## src/rtl/add_pkg.sv

```systemverilog
// Shared types and defaults for the bit-serial adder controller.
package add_pkg;

    localparam int unsigned DEF_WIDTH = 8;

    typedef enum logic [1:0] {
        IDLE = 2'd0,
        RUN  = 2'd1,
        DONE = 2'd2
    } state_t;

endpackage

```

## src/rtl/serial_fa_cell.sv

```systemverilog
// Combinational full-add cell made of two half-adder stages and a carry OR.
module serial_fa_cell (
    input  logic x,
    input  logic y,
    input  logic ci,
    output logic s,
    output logic co
);

    logic s1;
    logic c1;
    logic c2;

    assign s1 = x ^ y;
    assign c1 = x & y;
    assign s  = s1 ^ ci;
    assign c2 = s1 & ci;
    assign co = c1 | c2;

endmodule

```

## src/rtl/serial_add_ctrl.sv

```systemverilog
// Bit-serial adder controller: one full-add cell sequenced LSB first over WIDTH bits,
// with valid/ready handshakes on operands and result.
module serial_add_ctrl
    import add_pkg::*;
#(
    parameter int unsigned WIDTH = DEF_WIDTH
) (
    input  logic             clk,
    input  logic             rst,
    input  logic             in_valid,
    output logic             in_ready,
    input  logic [WIDTH-1:0] a,
    input  logic [WIDTH-1:0] b,
    input  logic             cin,
    input  logic             abort,
    output logic             out_valid,
    input  logic             out_ready,
    output logic [WIDTH-1:0] sum,
    output logic             cout,
    output logic             busy
);

    localparam int unsigned CW = $clog2(WIDTH);
    localparam logic [CW-1:0] LAST = CW'(WIDTH - 1);

    state_t           state;
    logic [WIDTH-1:0] a_sh;
    logic [WIDTH-1:0] b_sh;
    logic             carry;
    logic [CW-1:0]    cnt;
    logic             fa_s;
    logic             fa_co;

    serial_fa_cell u_cell (
        .x  (a_sh[0]),
        .y  (b_sh[0]),
        .ci (carry),
        .s  (fa_s),
        .co (fa_co)
    );

    always_ff @(posedge clk or posedge rst) begin
        if (rst) begin
            state     <= IDLE;
            a_sh      <= '0;
            b_sh      <= '0;
            carry     <= 1'b0;
            cnt       <= '0;
            sum       <= '0;
            cout      <= 1'b0;
            out_valid <= 1'b0;
            in_ready  <= 1'b1;
            busy      <= 1'b0;
        end else begin
            case (state)
                IDLE: begin
                    if (in_valid && in_ready) begin
                        a_sh     <= a;
                        b_sh     <= b;
                        carry    <= cin;
                        cnt      <= '0;
                        state    <= RUN;
                        in_ready <= 1'b0;
                        busy     <= 1'b1;
                    end
                end
                RUN: begin
                    // Abort takes priority, including on the final bit.
                    if (abort) begin
                        state    <= IDLE;
                        sum      <= '0;
                        cout     <= 1'b0;
                        in_ready <= 1'b1;
                        busy     <= 1'b0;
                    end else begin
                        sum   <= {fa_s, sum[WIDTH-1:1]};
                        carry <= fa_co;
                        a_sh  <= a_sh >> 1;
                        b_sh  <= b_sh >> 1;
                        cnt   <= cnt + 1'b1;
                        if (cnt == LAST) begin
                            state     <= DONE;
                            cout      <= fa_co;
                            out_valid <= 1'b1;
                        end
                    end
                end
                DONE: begin
                    if (out_ready) begin
                        state     <= IDLE;
                        out_valid <= 1'b0;
                        in_ready  <= 1'b1;
                        busy      <= 1'b0;
                    end
                end
                default: begin
                    state     <= IDLE;
                    out_valid <= 1'b0;
                    in_ready  <= 1'b1;
                    busy      <= 1'b0;
                end
            endcase
        end
    end

endmodule

```

## config.mk

```make
export PLATFORM = sky130hd
export DESIGN_NAME = serial_add_ctrl
export DESIGN_NICKNAME = d
export VERILOG_FILES = /design/src/rtl/add_pkg.sv /design/src/rtl/serial_fa_cell.sv /design/src/rtl/serial_add_ctrl.sv
export SDC_FILE = /design/constraint.sdc
export NUM_CORES = 1
export LEC_CHECK = 0
export CELL_PAD_IN_SITES_DETAIL_PLACEMENT = 1
export CELL_PAD_IN_SITES_GLOBAL_PLACEMENT = 1
export CORE_MARGIN = 1
export CORE_UTILIZATION = 43
export DETAILED_ROUTE_END_ITERATION = 8
export GPL_ROUTABILITY_DRIVEN = 0
export HOLD_SLACK_MARGIN = 0.05
export PLACE_DENSITY = 0.88
export RECOVER_POWER = 25
export SLEW_MARGIN = 0
export SYNTH_ARGS = -nofsm -noshare
export SYNTH_HDL_FRONTEND = slang
export SYNTH_SLANG_ARGS = --single-unit
```

## constraint.sdc

```tcl
create_clock -name clk -period 3.1 [get_ports clk]
set_input_delay 0.465 -clock clk [delete_from_list [all_inputs] [get_ports clk]]
set_output_delay 0.465 -clock clk [all_outputs]
set_load 0.005 [all_outputs]
```

Word-level counts from Yosys, hierarchy flattened
Cells that the tools add are included.
- register bits after elaboration: 34
- bits in latches: 0
- RAM bits: 0
- bits in read-only memories: 0
- bits of input ports: 22
- output and inout port bits: 12
- word-level logic and storage cells: 66
- memories kept: 0
- add/subtract/negate cells: 1
- multiply operators: 0
- div/mod/pow operators: 0
- magnitude comparators: 0
- equal/unequal tests: 9
- shifts and indexed selects: 0
- mux-type cells: 31
- bitwise gates (word level): 6
- reductions and logical operators: 9
- operators with widths (kind ; number):
    $mux 8 ; 5
    $pmux 8 s2 ; 2
    $mux 1 ; 12
    $ne 2x2->1 const B ; 5
    $pmux 1 s3 ; 3
    $reduce_and 3->1 ; 3
    $mux 2 ; 4
    $mux 3 ; 2
    $pmux 2 s3 ; 1
    $pmux 3 s2 ; 1
    $reduce_and 4->1 ; 1
    $reduce_bool 2->1 ; 2
    $add 3x1->3 const B ; 1
    $eq 3x3->1 const B ; 1
    $ne 3x3->1 const B ; 1
    $and 1x1->1 ; 2
    $eq 2x1->1 const B ; 1
    $eq 2x2->1 const B ; 1
    $logic_not 2->1 ; 1
    $pmux 1 s2 ; 1
    $reduce_and 2->1 ; 1
    $xor 1x1->1 ; 2
    $logic_and 1x1->1 ; 1
    $not 1->1 ; 1
    $or 1x1->1 ; 1

Logic depth before layout (Yosys ltp)
- word-level depth: 5
- gate-level depth with buffers: 7

By module
A second synthesis with hierarchy kept.
- cells, all modules: 140
- area total of the unflattened synthesis: 1659.1 sq um
- by module, submodules not included (module ; times used ; cells an instance ; area each (sq um) ; sequential area each (sq um)):
    serial_add_ctrl ; 1 ; 139 ; 1639.1 ; 852.1
    serial_fa_cell ; 1 ; 1 ; 20.0 ; 0.0

Worst setup path after synthesis
OpenSTA, ideal clock, no wires.
- kind: register to register
- from: reg state[1]
- to: reg b_sh[2]
- setup time: 0.125 ns
- data arrival time: 1.476 ns
- setup slack: 1.499 ns
- cell stages (with the launch flop): 7
- clock period less this slack: 1.601 ns
- cell sequence: dfrtp_1 buf_6 nor3b_4 or2_1 buf_6 buf_8 mux2_4
- word-level cells in the longest chain between the ends: 3
- elaborated cells on any way between the ends: 7
- those cells by class: eq/ne (3); mux (1); reduce/logical (3)
- ends and longest elaborated chain (item ; RTL line ; RTL):
    start, declared ; serial_add_ctrl.sv:26 ; state_t state;
    start signal, assigned ; serial_add_ctrl.sv:44 ; state <= IDLE;
    start signal, assigned ; serial_add_ctrl.sv:62 ; state <= RUN;
    start signal, assigned ; serial_add_ctrl.sv:70 ; state <= IDLE;
    $eq 2x1->1 / $logic_not 2->1 (equally long branches) ; serial_add_ctrl.sv:55 ; case (state)
    $ne 2x2->1 (no source line) / $reduce_bool 2->1 (equally long branches) ; -- ;
    $reduce_and 3->1 (no source line) ; -- ;
    end signal, assigned ; serial_add_ctrl.sv:79 ; b_sh <= b_sh >> 1;
    end, declared ; serial_add_ctrl.sv:28 ; logic [WIDTH-1:0] b_sh;
Several ways; a longest one is shown, not always the timed one.
A chain may end at the register's enable or synchronous reset.

==> flow_summary.toml <==
[run_status]
status = "finished, violations left"
violations = "max-capacitance violations, max-slew violations"

[power]
p_sw_frac = 0.2103
p_int_uw = 656.1
leakagePower_uw = 0.0009885
ir_drop_v = 0.0003051
switching_power_uw = 174.7
pwr-share-comb = 0.064
p_per_area_nw_per_um2 = 399.8
clkPwrFrac = 0.401
power_frac_seq = 0.535

[yosys]
synth_seq_area_share = 0.5113
synth_cells = 141
synth_nets = 166
synth.ff_latch_count = 34
synth_top_family_by_area = "multiplexers"
synth_edf_count = 0
synth_cell_types = 32
synth_xor_area_frac = 0
synthAdderAreaFrac = 0.02703
synth_compound_area_frac = 0.1021
yosys.area.top_type = "dfrtp_1"
ys_warn_count = 0
synth.area.top_cells = "dfrtp_1 50%, mux2_2 10%, mux2i_1 3.6%"
avgSynthCellArea_sq_um = 11.82
synth-simple-area-share = 0.1194
syn_area_sq_um = 1667
async_reset_ff_frac = 1.000
synthMuxAreaShare = 0.1734
synthFlopType = "dfrtp_1"
post-synth-top-area-fraction = 0.4955

[clocking]
post_cts_resized = 0
clk_pin_slew_ns = 0.06
clock_sinks = 34
cts_buffers = 5
clockBufferDepth = 2
clkLatencyLatePin_ns = 0.29
ctsHoldBuffers = 0
htreeDepth = 2
cts_setup_buffers = 0
cts_tree = "done"
cts_root_buffer = "clkbuf_8"

[timing]
finalHoldViolCount = 0
final.setup.tns_ns = 0
period_share = 0.7316
rsz0062_at_grt = "false"
relSlewSlack = -0.1807
skew_ns = 0.003972
min_period_ns = 2.268
setup_viol = 0
tightest_slew_ns = 1.771
slew_violations = 35
clock.fmax_ghz = 0.4409
layout_setup_ws_ns = 0.8320

[global_routing]
track_usage = 0.1886
grt_max_degree = 35
grt_pass1_vias = 1242
antenna_found_initial = 0
grt_pass1_wl_microns = 5796
gr-total-overflow = 0

[die]
rows = 22
die_area_sq_um = 4129
die_h_microns = 64.26
start_util = 0.4518
die_w_microns = 64.26
core-area_sq_um = 3689
ios = 34

[min_path]
whs_endpoint = "sum[0]"
worst_hold_path_type = "flop to flop"
whs_path_depth = 2
hold_start = "sum[0]"

[placed_design]
place_area_sq_um = 1991
portBuffers = 33
dp_hpwl_microns = 2413
post-place-ws_ns = 0.5399

[setup_path]
start_kind = "primary input"
r2r_end = "a_sh[5]"
startpoint = "rst"
r2r_cells = 3
crit_type = "primary input to async pin"
r2r_setup_slack_ns = 1.09
cp-end-kind = "async pin"
crit_arrival_ns = 2.33
r2r_start = "state[1]"
cp.required_ns = 3.16
path_max_fanout = 34

[routing]
drt_iter0_markers = 53
routed_wl_microns = 3323
ant_nets = 0
vias = 1162
routed_via_density = 5.211
wire_per_inst_microns = 14.90
drt-pass1-iter-count = 4
drc = 0

[cells_and_area]
layout_commonest_cell = "dfrtp_1"
final_nets = 199
final_cell_mix = "33 x dfrtp_1, 32 x clkdlybuf4s50_1, 15 x mux2_2, 12 x nand2_1, 10 x o21ai_0"
area_growth_pct = 24.70
diodes = 0
final_area_sq_um = 2078
drive_above_1_share = 0.1829

[job]
cap_violations = 1
[per-layer routing]
layer  GRT usage  share of wire  routed length (microns)
met5           0              0                        0
met4     0.06944          0.015                       50
met3     0.06071          0.054                      178
met2      0.3184           0.50                     1671
met1      0.2225           0.43                     1422
[per-stage QoR]
| stage | cells | power, uW | hold WS [ns] | utilization |
|---|---|---|---|---|
| 2_1_floorplan | 141 | 472.7 | 0.4539 | - |
| 3_3_place_gp | 215 | 506.4 | 0.4628 | 0.5397 |
| 3_5_place_dp | 215 | 507.9 | 0.4717 | 0.5397 |
| 4_1_cts | 223 | 842.3 | 0.4858 | 0.5645 |
| 5_1_grt | 223 | 859.2 | 0.5036 | 0.5634 |
| 6_report | 223 | 830.9 | 0.4795 | 0.5634 |
[cell families after synthesis]
| kind of cell | Yosys count |
|---|---|
| adders and majority gates | 3 |
| buffers and inverters | 16 |
| DFF | 34 |
| AOI/OAI and AO/OA | 28 |
| muxes | 25 |
| and+or+nand+nor | 35 |
[sequential cells by signal, summed over array words and instances, names as in the netlist]
name and flops:
sum 8, state 2, busy 1, b_sh 8
in_ready 1, cnt 3, carry 1, cout 1
a_sh 8, out_valid 1
[worst max-delay path by stage]
stage	to	slack [ns]
after floorplan	b_sh[2]	1.50
after global placement	a_sh[1]	0.61
after detailed placement	a_sh[5]	0.54
after CTS	a_sh[5]	0.86
after global routing	state[1]	0.44
final	a_sh[6]	0.83
[worst max-delay path, stage by stage]
cell and delay [ns]:
dlygate4sd3_1 0.53, inv_1 0.05, clkbuf_1 1.27
[synth_stat cells (3+ instances only)]
cell	n
nor3_1	5
o21ai_0	10
nand2_1	12
buf_6	5
mux2i_1	6
nor2_1	4
mux2_4	4
inv_1	6
mux2_2	15
a21oi_1	9
a22o_1	3
nand2b_1	7
dfrtp_1	33
[layout make-up]
type | instances | area, sq um
clock buffer | 7 | 86.33
multi-input combinational | 91 | 703.2
tap | 48 | 60.06
sequential | 34 | 852.1
clock inverter | 1 | 5.005
timing repair buffer | 36 | 349.1
fill | 403 | 1610
inverter | 6 | 22.52
[power by group through the flow]
stage	sequential (uW)	clock [uW]	combinational (uW)
final	445	333	53.2
after floorplan	453	0	19.8
after global routing	445	356	58.6
after CTS	445	343	55.1
after detailed placement	453	0	54.9
after global placement	453	0	53.5
No activity file was read; power rests on OpenSTA's default activity.
==> RTL edit (same settings) <==
Re-encode `state_t` (3 states) as one-hot, 3 bits wide.
--- a/src/rtl/add_pkg.sv
+++ b/src/rtl/add_pkg.sv
@@ -3,10 +3,10 @@
 
     localparam int unsigned DEF_WIDTH = 8;
 
-    typedef enum logic [1:0] {
-        IDLE = 2'd0,
-        RUN  = 2'd1,
-        DONE = 2'd2
+    typedef enum logic [2:0] {
+        IDLE = 3'b001,
+        RUN  = 3'b010,
+        DONE = 3'b100
     } state_t;
 
 endpackage
Check against the original RTL: no difference found for any inputs over 10 cycles, from zero or initial values and one cycle with rst high; not proved beyond that.
==> RTL edit against the unedited design <==
Design area up 0.60%; highest routed layer unchanged; worst setup slack gained 310 ps; non-clock buffer count is the same; die area decreased by 1.4%; wire length is 16% higher; synthesized area down 1.4%; sequential cell count rose by 1.
Power is not compared: it rests on default switching activity, and its combinational part moved more than twofold at a synthesized area within 25%.
==> RTL edit: results (changes against the unedited design) <==
outcome -> completed
via total after detailed routing -> 1,396 (+20%)
signal arrival time at the worst endpoint -> 2160 ps (-170 ps)
vias in the first global route -> 1,461 (+18%)
layout cell share with drive strength beyond 1 -> 0.07442 (-0.1084)
fin crit period -> 1953 ps (-314.7 ps)
TritonRoute pass-1 iters -> 4 (unchanged)
H-tree depth reported by CTS -> 2 (unchanged)
DPL Wire Length -> 2.665 mm (+10%)
Placed Instances -> 255 (+19%)
setup skew after layout -> 2.739 ps (-1.233 ps)
fraction of synthesis flops using an asynchronous set or reset pin -> 1.000 (unchanged)
antenna violations before repair -> 0 (unchanged)
beginning of the critical path -> abort
endpoint type of the worst setup path -> flip-flop
number of nets produced by synthesis -> 207 (+25%)
critical register-to-register path startpoint -> state[0]$_DFFE_PP1P_
delay of the slowest critical-path stage -> 470 ps (-800 ps)
Main synth FF type -> sky130_fd_sc_hd__dfrtp_1
number of port buffers -> 33 (unchanged)
first-pass GRT wire length -> 6.741 mm (+16%)
register-to-register path setup slack -> 1220 ps (+130 ps)
top post-synthesis cells by area -> sky130_fd_sc_hd__dfrtp_1 (50%), sky130_fd_sc_hd__nand2_1 (11%), sky130_fd_sc_hd__a31oi_1 (5.7%)
Reg2Reg Capture Point -> b_sh[2]$_DFFE_PP0P_
synth cell count leaders -> sky130_fd_sc_hd__nand2_1 (47), sky130_fd_sc_hd__dfrtp_1 (33), sky130_fd_sc_hd__nor2_1 (20)
worst skew pair latency -> 290 ps (about the same)
peak fanout along the critical path -> 40 (+18%)
aggregate routed wire length -> 3.855 mm (+16%)
Fill cells -> 430 (+6.7%)
transition time at the pin with the least slew margin -> 958.2 ps (-812.8 ps)
maximum number of pins on one net before global-route repair -> 41 (+17%)
Seq/Total Area, Yosys -> 0.5347 (+0.02339)
largest vdd supply drop -> 0.3736 mV
number of nets at the end of the flow -> 239 (+20%)
clock tree root driver cell -> sky130_fd_sc_hd__clkbuf_8
Avg WL per Cell -> 14.66 um (-1.6%)
maximum buffer depth of the clock tree -> 2 (unchanged)
Cell Area, Placed -> 0.001991 mm^2 (unchanged)
Unique masters post-synth -> 30 (-6.3%)
clock buffer count from CTS -> 5 (unchanged)
pre-CTS setup slack -> 841.1 ps (+301.2 ps)
library cell contributing the largest single delay on the critical path -> sky130_fd_sc_hd__clkdlybuf4s50_1
class of the tightest hold or removal check -> flip-flop to flip-flop
clock slew seen by the registers of the worst setup and hold paths -> 70 ps
Largest delay share family, worst path -> buffers and inverters
drt initial violations -> 47 (-11%)
Register-to-Register Path Depth -> 5 (+2)
global-route total usage across every layer -> 0.2184 (+0.02977)
average size of a mapped cell -> 9.027 um^2 (-24%)
number of resized instances in the post-cts repair step -> 0 (unchanged)
leading registers by flop count -> a_sh x8, b_sh x8, sum x8
## RTL edit: cell count changes after synthesis, moves of 4 or more
cell | before | now
sky130_fd_sc_hd__a21oi_1 | 9 | 3
sky130_fd_sc_hd__a31oi_1 | 1 | 15
sky130_fd_sc_hd__buf_2 | 2 | 6
sky130_fd_sc_hd__mux2_2 | 15 | 0
sky130_fd_sc_hd__mux2_4 | 4 | 0
sky130_fd_sc_hd__mux2i_1 | 6 | 0
sky130_fd_sc_hd__nand2_1 | 12 | 47
sky130_fd_sc_hd__nand2b_1 | 7 | 2
sky130_fd_sc_hd__nand3_1 | 0 | 13
sky130_fd_sc_hd__nor2_1 | 4 | 20
sky130_fd_sc_hd__nor3_1 | 5 | 0
sky130_fd_sc_hd__o21ai_0 | 10 | 6
## RTL edit: metal layers
metal  global-route usage  up-vias  share of wire
met5                    0        -              0
met4              0.08523        0          0.015
met3              0.06429        5          0.042
met2               0.3723       31           0.50
met1               0.2570      691           0.45
li1                     -      669              -
## RTL edit: cell type report
class | instances | area [um^2] | area share
repair buffers | 36 | 352.8 | 0.1688
clock buffers | 8 | 100.1 | 0.04788
multi-input cells | 127 | 665.6 | 0.3184
well taps | 48 | 60.06 | 0.02873
inverters | 9 | 33.78 | 0.01616
flip-flops and latches | 35 | 878.3 | 0.4201
## RTL edit: cell families (layout without fill, tap and decap cells)
| group | after synthesis | after routing | share of synthesized area |
|---|---|---|---|
| flip-flops | 35 | 35 | 0.5347 |
| adder cells (fa/ha/maj) | 3 | 3 | 0.02742 |
| AO/OA/AOI/OAI | 35 | 35 | 0.1424 |
| AND/OR/NAND/NOR | 89 | 89 | 0.2338 |
| buffers and inverters | 20 | 53 | 0.06169 |
## RTL edit: worst min-delay path by stage
stage                         end                from  slack [ps]  cells after the start
6_report       sum[0]$_DFFE_PP0N_  sum[0]$_DFFE_PP0N_         480                      2
5_1_grt          cout$_DFFE_PP0P_    cout$_DFFE_PP0P_         540                      1
4_1_cts        sum[0]$_DFFE_PP0N_  sum[0]$_DFFE_PP0N_         490                      2
3_5_place_dp   sum[0]$_DFFE_PP0N_  sum[0]$_DFFE_PP0N_         480                      2
3_3_place_gp   sum[0]$_DFFE_PP0N_  sum[0]$_DFFE_PP0N_         460                      2
2_1_floorplan  sum[0]$_DFFE_PP0N_  sum[0]$_DFFE_PP0N_         460                      2
## RTL edit: power breakdown
| group | internal [mW] | switching (mW) | leakage (nW) | total (mW) |
|---|---|---|---|---|
| Clock | 0.203 | 0.164 | 0.0515 | 0.367 |
| Sequential | 0.646 | 0.134 | 0.425 | 0.780 |
| Combinational | 0.297 | 0.317 | 0.435 | 0.614 |
| Total | 1.15 | 0.615 | 0.912 | 1.76 |
